$ cat src/rtl/cpu_pkg.sv
// Shared CPU control definitions: FSM state encodings and the state width
// used by fetch_ctrl and anything that decodes its state_o output.
package cpu_pkg;

  localparam int STATE_W = 3;

  typedef enum logic [STATE_W-1:0] {
    ST_IDLE   = 3'd0,
    ST_FETCH  = 3'd1,
    ST_EXEC   = 3'd2,
    ST_UPDATE = 3'd3,
    ST_HALTED = 3'd4,
    ST_ERROR  = 3'd5
  } state_t;

endpackage

$ cat src/rtl/fetch_ctrl.sv
// Instruction fetch/execute sequencer: requests instructions, waits for the
// datapath, latches the PC update controls and counts retired instructions.
module fetch_ctrl
  import cpu_pkg::*;
#(
  parameter int N           = 32,
  parameter int ACK_TIMEOUT = 15
) (
  input  logic                 clk,
  input  logic                 rst_n,
  input  logic                 start,
  input  logic                 halt,
  input  logic                 imem_ack,
  input  logic                 exec_done,
  input  logic                 jump,
  input  logic                 branch_taken,
  input  logic [N-1:0]         jump_address,
  input  logic [N-1:0]         branch_offset,
  output logic                 imem_req,
  output logic                 pc_en,
  output logic                 pc_jump,
  output logic                 pc_src,
  output logic [N-1:0]         pc_jump_address,
  output logic [N-1:0]         pc_branch_offset,
  output logic [31:0]          retired,
  output logic [STATE_W-1:0]   state_o,
  output logic                 err
);

  // The counter value at which one more missing ack trips the timeout.
  localparam logic [7:0] TMO_LAST = 8'(ACK_TIMEOUT - 1);

  state_t     state, next_state;
  logic [7:0] tmo_cnt, tmo_cnt_next;
  logic       halt_pending, halt_pending_next;

  assign state_o = state;

  always_comb begin
    next_state        = state;
    tmo_cnt_next      = tmo_cnt;
    halt_pending_next = halt_pending;

    case (state)
      ST_IDLE:   if (start) next_state = ST_FETCH;
      ST_FETCH: begin
        if (imem_ack)                next_state = ST_EXEC;
        else if (tmo_cnt >= TMO_LAST) next_state = ST_ERROR;
        else                          tmo_cnt_next = tmo_cnt + 8'd1;
      end
      ST_EXEC:   if (exec_done) next_state = ST_UPDATE;
      ST_UPDATE: next_state = (halt || halt_pending) ? ST_HALTED : ST_FETCH;
      ST_HALTED: next_state = ST_HALTED;
      ST_ERROR:  next_state = ST_ERROR;
      default:   next_state = ST_IDLE;
    endcase

    // A halt request is remembered from one FETCH entry until it takes effect.
    if (next_state == ST_FETCH && state != ST_FETCH) begin
      tmo_cnt_next      = '0;
      halt_pending_next = 1'b0;
    end else if (next_state == ST_HALTED) begin
      halt_pending_next = 1'b0;
    end else if (halt && (state == ST_FETCH || state == ST_EXEC || state == ST_UPDATE)) begin
      halt_pending_next = 1'b1;
    end
  end

  // Outputs are decoded from next_state so they are registered yet line up with state.
  always_ff @(posedge clk or negedge rst_n) begin
    if (!rst_n) begin
      state            <= ST_IDLE;
      tmo_cnt          <= '0;
      halt_pending     <= 1'b0;
      imem_req         <= 1'b0;
      pc_en            <= 1'b0;
      pc_jump          <= 1'b0;
      pc_src           <= 1'b0;
      pc_jump_address  <= '0;
      pc_branch_offset <= '0;
      retired          <= '0;
      err              <= 1'b0;
    end else begin
      state        <= next_state;
      tmo_cnt      <= tmo_cnt_next;
      halt_pending <= halt_pending_next;
      imem_req     <= (next_state == ST_FETCH);
      pc_en        <= (next_state == ST_UPDATE);
      err          <= err | (next_state == ST_ERROR);
      if (state == ST_EXEC && exec_done) begin
        pc_jump          <= jump;
        pc_src           <= branch_taken & ~jump;
        pc_jump_address  <= jump_address;
        pc_branch_offset <= branch_offset;
        retired          <= retired + 32'd1;
      end
    end
  end

endmodule
$ cat config.mk
export PLATFORM = sky130hd
export DESIGN_NAME = fetch_ctrl
export DESIGN_NICKNAME = d
export VERILOG_FILES = /design/src/rtl/cpu_pkg.sv /design/src/rtl/fetch_ctrl.sv
export SDC_FILE = /design/constraint.sdc
export NUM_CORES = 1
export LEC_CHECK = 0
export CORE_MARGIN = 2
export CORE_UTILIZATION = 48
export DETAILED_ROUTE_END_ITERATION = 8
export PLACE_DENSITY_LB_ADDON = 0.08
export SLEW_MARGIN = 25
export SYNTH_ARGS = -nofsm -noshare
export SYNTH_HDL_FRONTEND = slang
export SYNTH_SLANG_ARGS = --single-unit
$ cat constraint.sdc
create_clock -name clk -period 2.55 [get_ports clk]
set_input_delay 0.6375 -clock clk [delete_from_list [all_inputs] [get_ports clk]]
set_output_delay 0.6375 -clock clk [all_outputs]
set_load 0.01 [all_outputs]
---- After elaboration in Yosys (flattened, before gate mapping) ----
Index checks and enable logic that the tools add are counted.
W data, S select, Z words.
cells by class
  bitwise logic cells ..................... 3
  mux-type cells .......................... 13
  reduce and logical (&&, ||, !) cells .... 10
  magnitude comparators ................... 1
  equal/unequal tests ..................... 12
  add/subtract/negate cells ............... 2
operators with widths
  kind                     count
  $add A32 B1 Y32 const B  1
  $mux W8                  4
  $pmux W3 S6              1
  $mux W3                  5
  $eq A3 B3 Y1 const B     4
  $eq A3 B2 Y1 const B     3
  $add A8 B1 Y8 const B    1
  $ge A8 B4 Y1 const B     1
  $eq A3 B1 Y1 const B     2
  $ne A2 B1 Y1 const B     2
  $logic_and A1 B1 Y1      3
  $logic_not A3 Y1         1
  $logic_or A1 B1 Y1       3
  $mux W1                  3
  $ne A3 B1 Y1 const B     1
  $reduce_and A3 Y1        1
  $reduce_bool A3 Y1       1
  $reduce_bool A2 Y1       1
  $and A1 B1 Y1            1
  $not A1 Y1               1
  $or A1 B1 Y1             1
storage, ports and cells
  bits of input ports ..................... 72
  bits in registers ....................... 113
  output and inout port bits .............. 104
  logic and storage cells ................. 52

---- Depth between registers and ports, before layout ----
  depth in word-level cells ............... 8
  gate-level depth with buffers ........... 8
  mapped depth without buffers ............ 6

---- Worst setup path before layout ----
No wires, ideal clock.
  kind .................................... register -> register
  start ................................... register state[2] (netlist: state_o[2])
  end ..................................... register retired[31]
  path slack .............................. 759 ps
  cell stages (with the launch flop) ...... 8
  arrival time ............................ 1,666 ps
  library setup time ...................... 125 ps
  data required time ...................... 2,425 ps
  clock period less this slack ............ 1,791 ps
  path buffers ............................ 3
  cells stage by stage .................... dfrtp_1 buf_6 nand4bb_1 buf_6 nor4_4 buf_6 nand4_4 xnor2_2
on the way
  longest elaborated chain between the ends .. 2
RTL lines
  element                 line              source
  from (decl)             fetch_ctrl.sv:33  state_t state, next_state;
  from (signal assigned)  fetch_ctrl.sv:84  state <= next_state;
  $eq A3 B2 Y1            fetch_ctrl.sv:90  if (state == ST_EXEC && exec_done) begin
  $logic_and A1 B1 Y1     fetch_ctrl.sv:90
  to (signal assigned)    fetch_ctrl.sv:95  retired <= retired + 32'd1;
  to (decl)               fetch_ctrl.sv:25  output logic [31:0] retired,
No other way between the ends.
A chain may end at the register's enable or synchronous reset.

---- Worst setup path after layout ----
  start ................................... register state[1] (netlist: state_o[1])
  end ..................................... output state_o[1]
RTL lines
  element    line              source
  to (decl)  fetch_ctrl.sv:26  output logic [STATE_W-1:0] state_o,
No word-level cell between the ends.

==> reports/results.ini <==
[cts]
cts_sinks = 113
post_cts_buffers = 0
cts_buffers = 17
htreeDepth = 4
cts_hold_buf = 0
cts-root-buf = clkbuf_8
cts_resized = 0
insertion_delay_ns = 0.51
path_clk_slew_ns = 0.05
clockBufferDepth = 2
cts_tree = built

[worst_setup_path]
r2r_start = state_o[2]
worstPathMaxFanout = 11
r2r_cells = 5
cp.depth = 1
cp_slowest_stage_delay_ns = 0.61
endpoint = state_o[1]
crit_arrival_ns = 1.68
critPathLaunchType = register
crit_buf_inv = 1
crit_path_end_kind = output port
cp_slowest_cell = clkdlybuf4s50_1
r2r_slack_ns = 0.63
cp_cell_sequence = clkdlybuf4s50_1
path_delay_family = buffers and inverters
crit_start = state_o[1]
worst_ep_required_time_ns = 1.91
reg2reg_to = retired[6]
path_class = register to output port

[placement]
pre_cts_slack_ns = 0.158
globalplace.congestion = 0.801
port_buffers = 175
hpwl_um = 8070

[timing]
tns_ns = 0
slew_viol_final = 0
worst_pin_slew_ns = 0.494
setup_viol = 0
finClkSkew_ns = 0.00604
min_period_ns = 2.32
slew_headroom_pct = 66.6
rsz0062_at_grt = false
timing.final.ws_setup_ns = 0.228
hold_viol = 0
fmax_mhz = 431
period_share_pct = 91.1

[floorplan]
die_w_um = 103
core-area_um2 = 9640
die_y_um = 103
die_area_um2 = 10600
io_pins = 176
rows = 36
start_util_pct = 48.7

[synth]
yosys.area_share.adder_pct = 0.799
synth-compound-area-share_pct = 2.37
synth_mux_area_share_pct = 0
ys_types = 46
synthCells = 473
netlist_top_cells_area = dfrtp_1, nand2_1, xnor2_1
synth-simple-area-share_pct = 27.3
yosysWarnings = 0
synth_enable_flop_cells = 0
synth_top_family_by_area = simple AND/OR/NAND/NOR gates
synth_top_cell_area_share_pct = 60.2
synth_xor_area_share_pct = 6.31
seq_area_frac_synth_pct = 60.2
synth_area_um2 = 4700
syn_avg_cell_area_um2 = 9.93
synthArstFlopShare_pct = 100
yosysTopAreaCell = dfrtp_1
ys_seq_elements = 113
ys.flop_type = dfrtp_1
synth_fp_nets = 548

[route]
wl_um = 11700
drcViolationCount = 0
via_per_inst = 4.91
wl_per_cell_um = 14.5
postRouteAntennaNets = 0
dr.pass1.iters = 4
drt_iter0_markers = 122
num_vias = 3942

[global_route]
grt_overflow_total = 0
grt_first_pass_wirelength_um = 18400
antenna_found_initial = 0
grt_max_degree = 71
grt_pass1_vias = 3806
grtUsageTotal_pct = 22.7

[final_layout]
layout.nets = 732
diodes = 0
synthToLayoutAreaGrowth_pct = 55.8
drive_above_1_share_pct = 8.81

[power_and_ir_drop]
peakVddDrop_mv = 0.646
leakagePower_nw = 3.44
power_density_nw_per_um2 = 1110

[job]
max-cap-violations = 0

[hold_path]
hold_path.class = input pin to asynchronous set/reset pin

[outcome]
status = completed

-- cells in the mapped netlist (all sizes together), types with 3 or more instances --
cell type	number
clkbuf	12
buf	9
xnor2	29
nor4	3
a21oi	6
nand3	19
dfrtp	113
ha	3
nor3	4
xor2	4
nor2b	7
nand2	210
and3	4
nor2	6
inv	8
nand4	13
-- cell families after synthesis --
group                    Yosys count
AND/OR/NAND/NOR                  279
flip-flops                       113
AO/OA/AOI/OAI                     16
XOR/XNOR                          33
buffers and inverters             29
adder cells (fa/ha/maj)            3
-- cells in the final DEF, fill, tap and decap left out, drive strengths merged, types with 3 or more instances in the layout --
master	netlist	routed
xor2	4	4
buf	9	12
nand2	210	210
nor4	3	3
clkinv	0	4
nand3	19	19
nor3	4	4
nor2	6	6
nor2b	7	7
nand4	13	13
dfrtp	113	113
bufinv	0	7
ha	3	3
inv	8	8
clkdlybuf4s50	0	174
a21oi	6	6
clkbuf	12	21
and3	4	4
xnor2	29	29
-- per-layer routing --
layer / up-vias / GRT usage [%] / wire, um
li1: 1879 / - / -
met1: 1927 / 29.1 / 4860
met2: 121 / 35.6 / 5750
met3: 15 / 9.08 / 844
met4: 0 / 7.39 / 216
met5: - / 0 / 0
-- report_power, final --
part,switching (mW),internal (mW)
clock network,0.783,1.95
registers,0.408,2.40
logic,1.15,1.43
total,2.34,5.79
-- area by class of cell --
cell class	count	area (um^2)
clock buffer	21	459
inverter	8	32.5
tap	133	166
multi-input combinational	331	1750
sequential	113	2830
clock inverter	11	230
timing repair buffer	186	1860
fill	711	2320
-- how the worst min path moves through the flow --
stage / startpoint / endpoint / slack [ns] / cells past startpoint
finish: rst_n / retired[7] / 0.07 / 1
global route: rst_n / retired[7] / 0.08 / 1
CTS: rst_n / retired[7] / 0.07 / 1
detailed placement: err / err / 0.46 / 1
global placement: err / err / 0.45 / 1
floorplan: rst_n / err / 0.34 / 0
-- sequential cells by signal, indices dropped and copies added, names as in the netlist --
signal / flops
halt_pending: 1
imem_req: 1
retired: 32
state_o: 3
pc_src: 1
pc_jump_address: 32
pc_en: 1
pc_branch_offset: 32
tmo_cnt: 8
err: 1
pc_jump: 1
-- stage by stage --
| stage | hold WS [ns] | util [%] | cells | total power [mW] | area, um^2 |
|---|---|---|---|---|---|
| detailed placement | 0.456 | 68.8 | 771 | 5.43 | 6630 |
| finish | 0.0659 | 75.9 | 803 | 8.13 | 7320 |
| floorplan | 0.342 | - | 473 | 3.83 | 4700 |
| global route | 0.0811 | 75.9 | 803 | 8.59 | 7320 |
| global placement | 0.447 | 68.8 | 771 | 5.34 | 6630 |
| CTS | 0.0711 | 75.9 | 803 | 8.21 | 7320 |
Note: power is estimated with default switching activity, not from simulation.
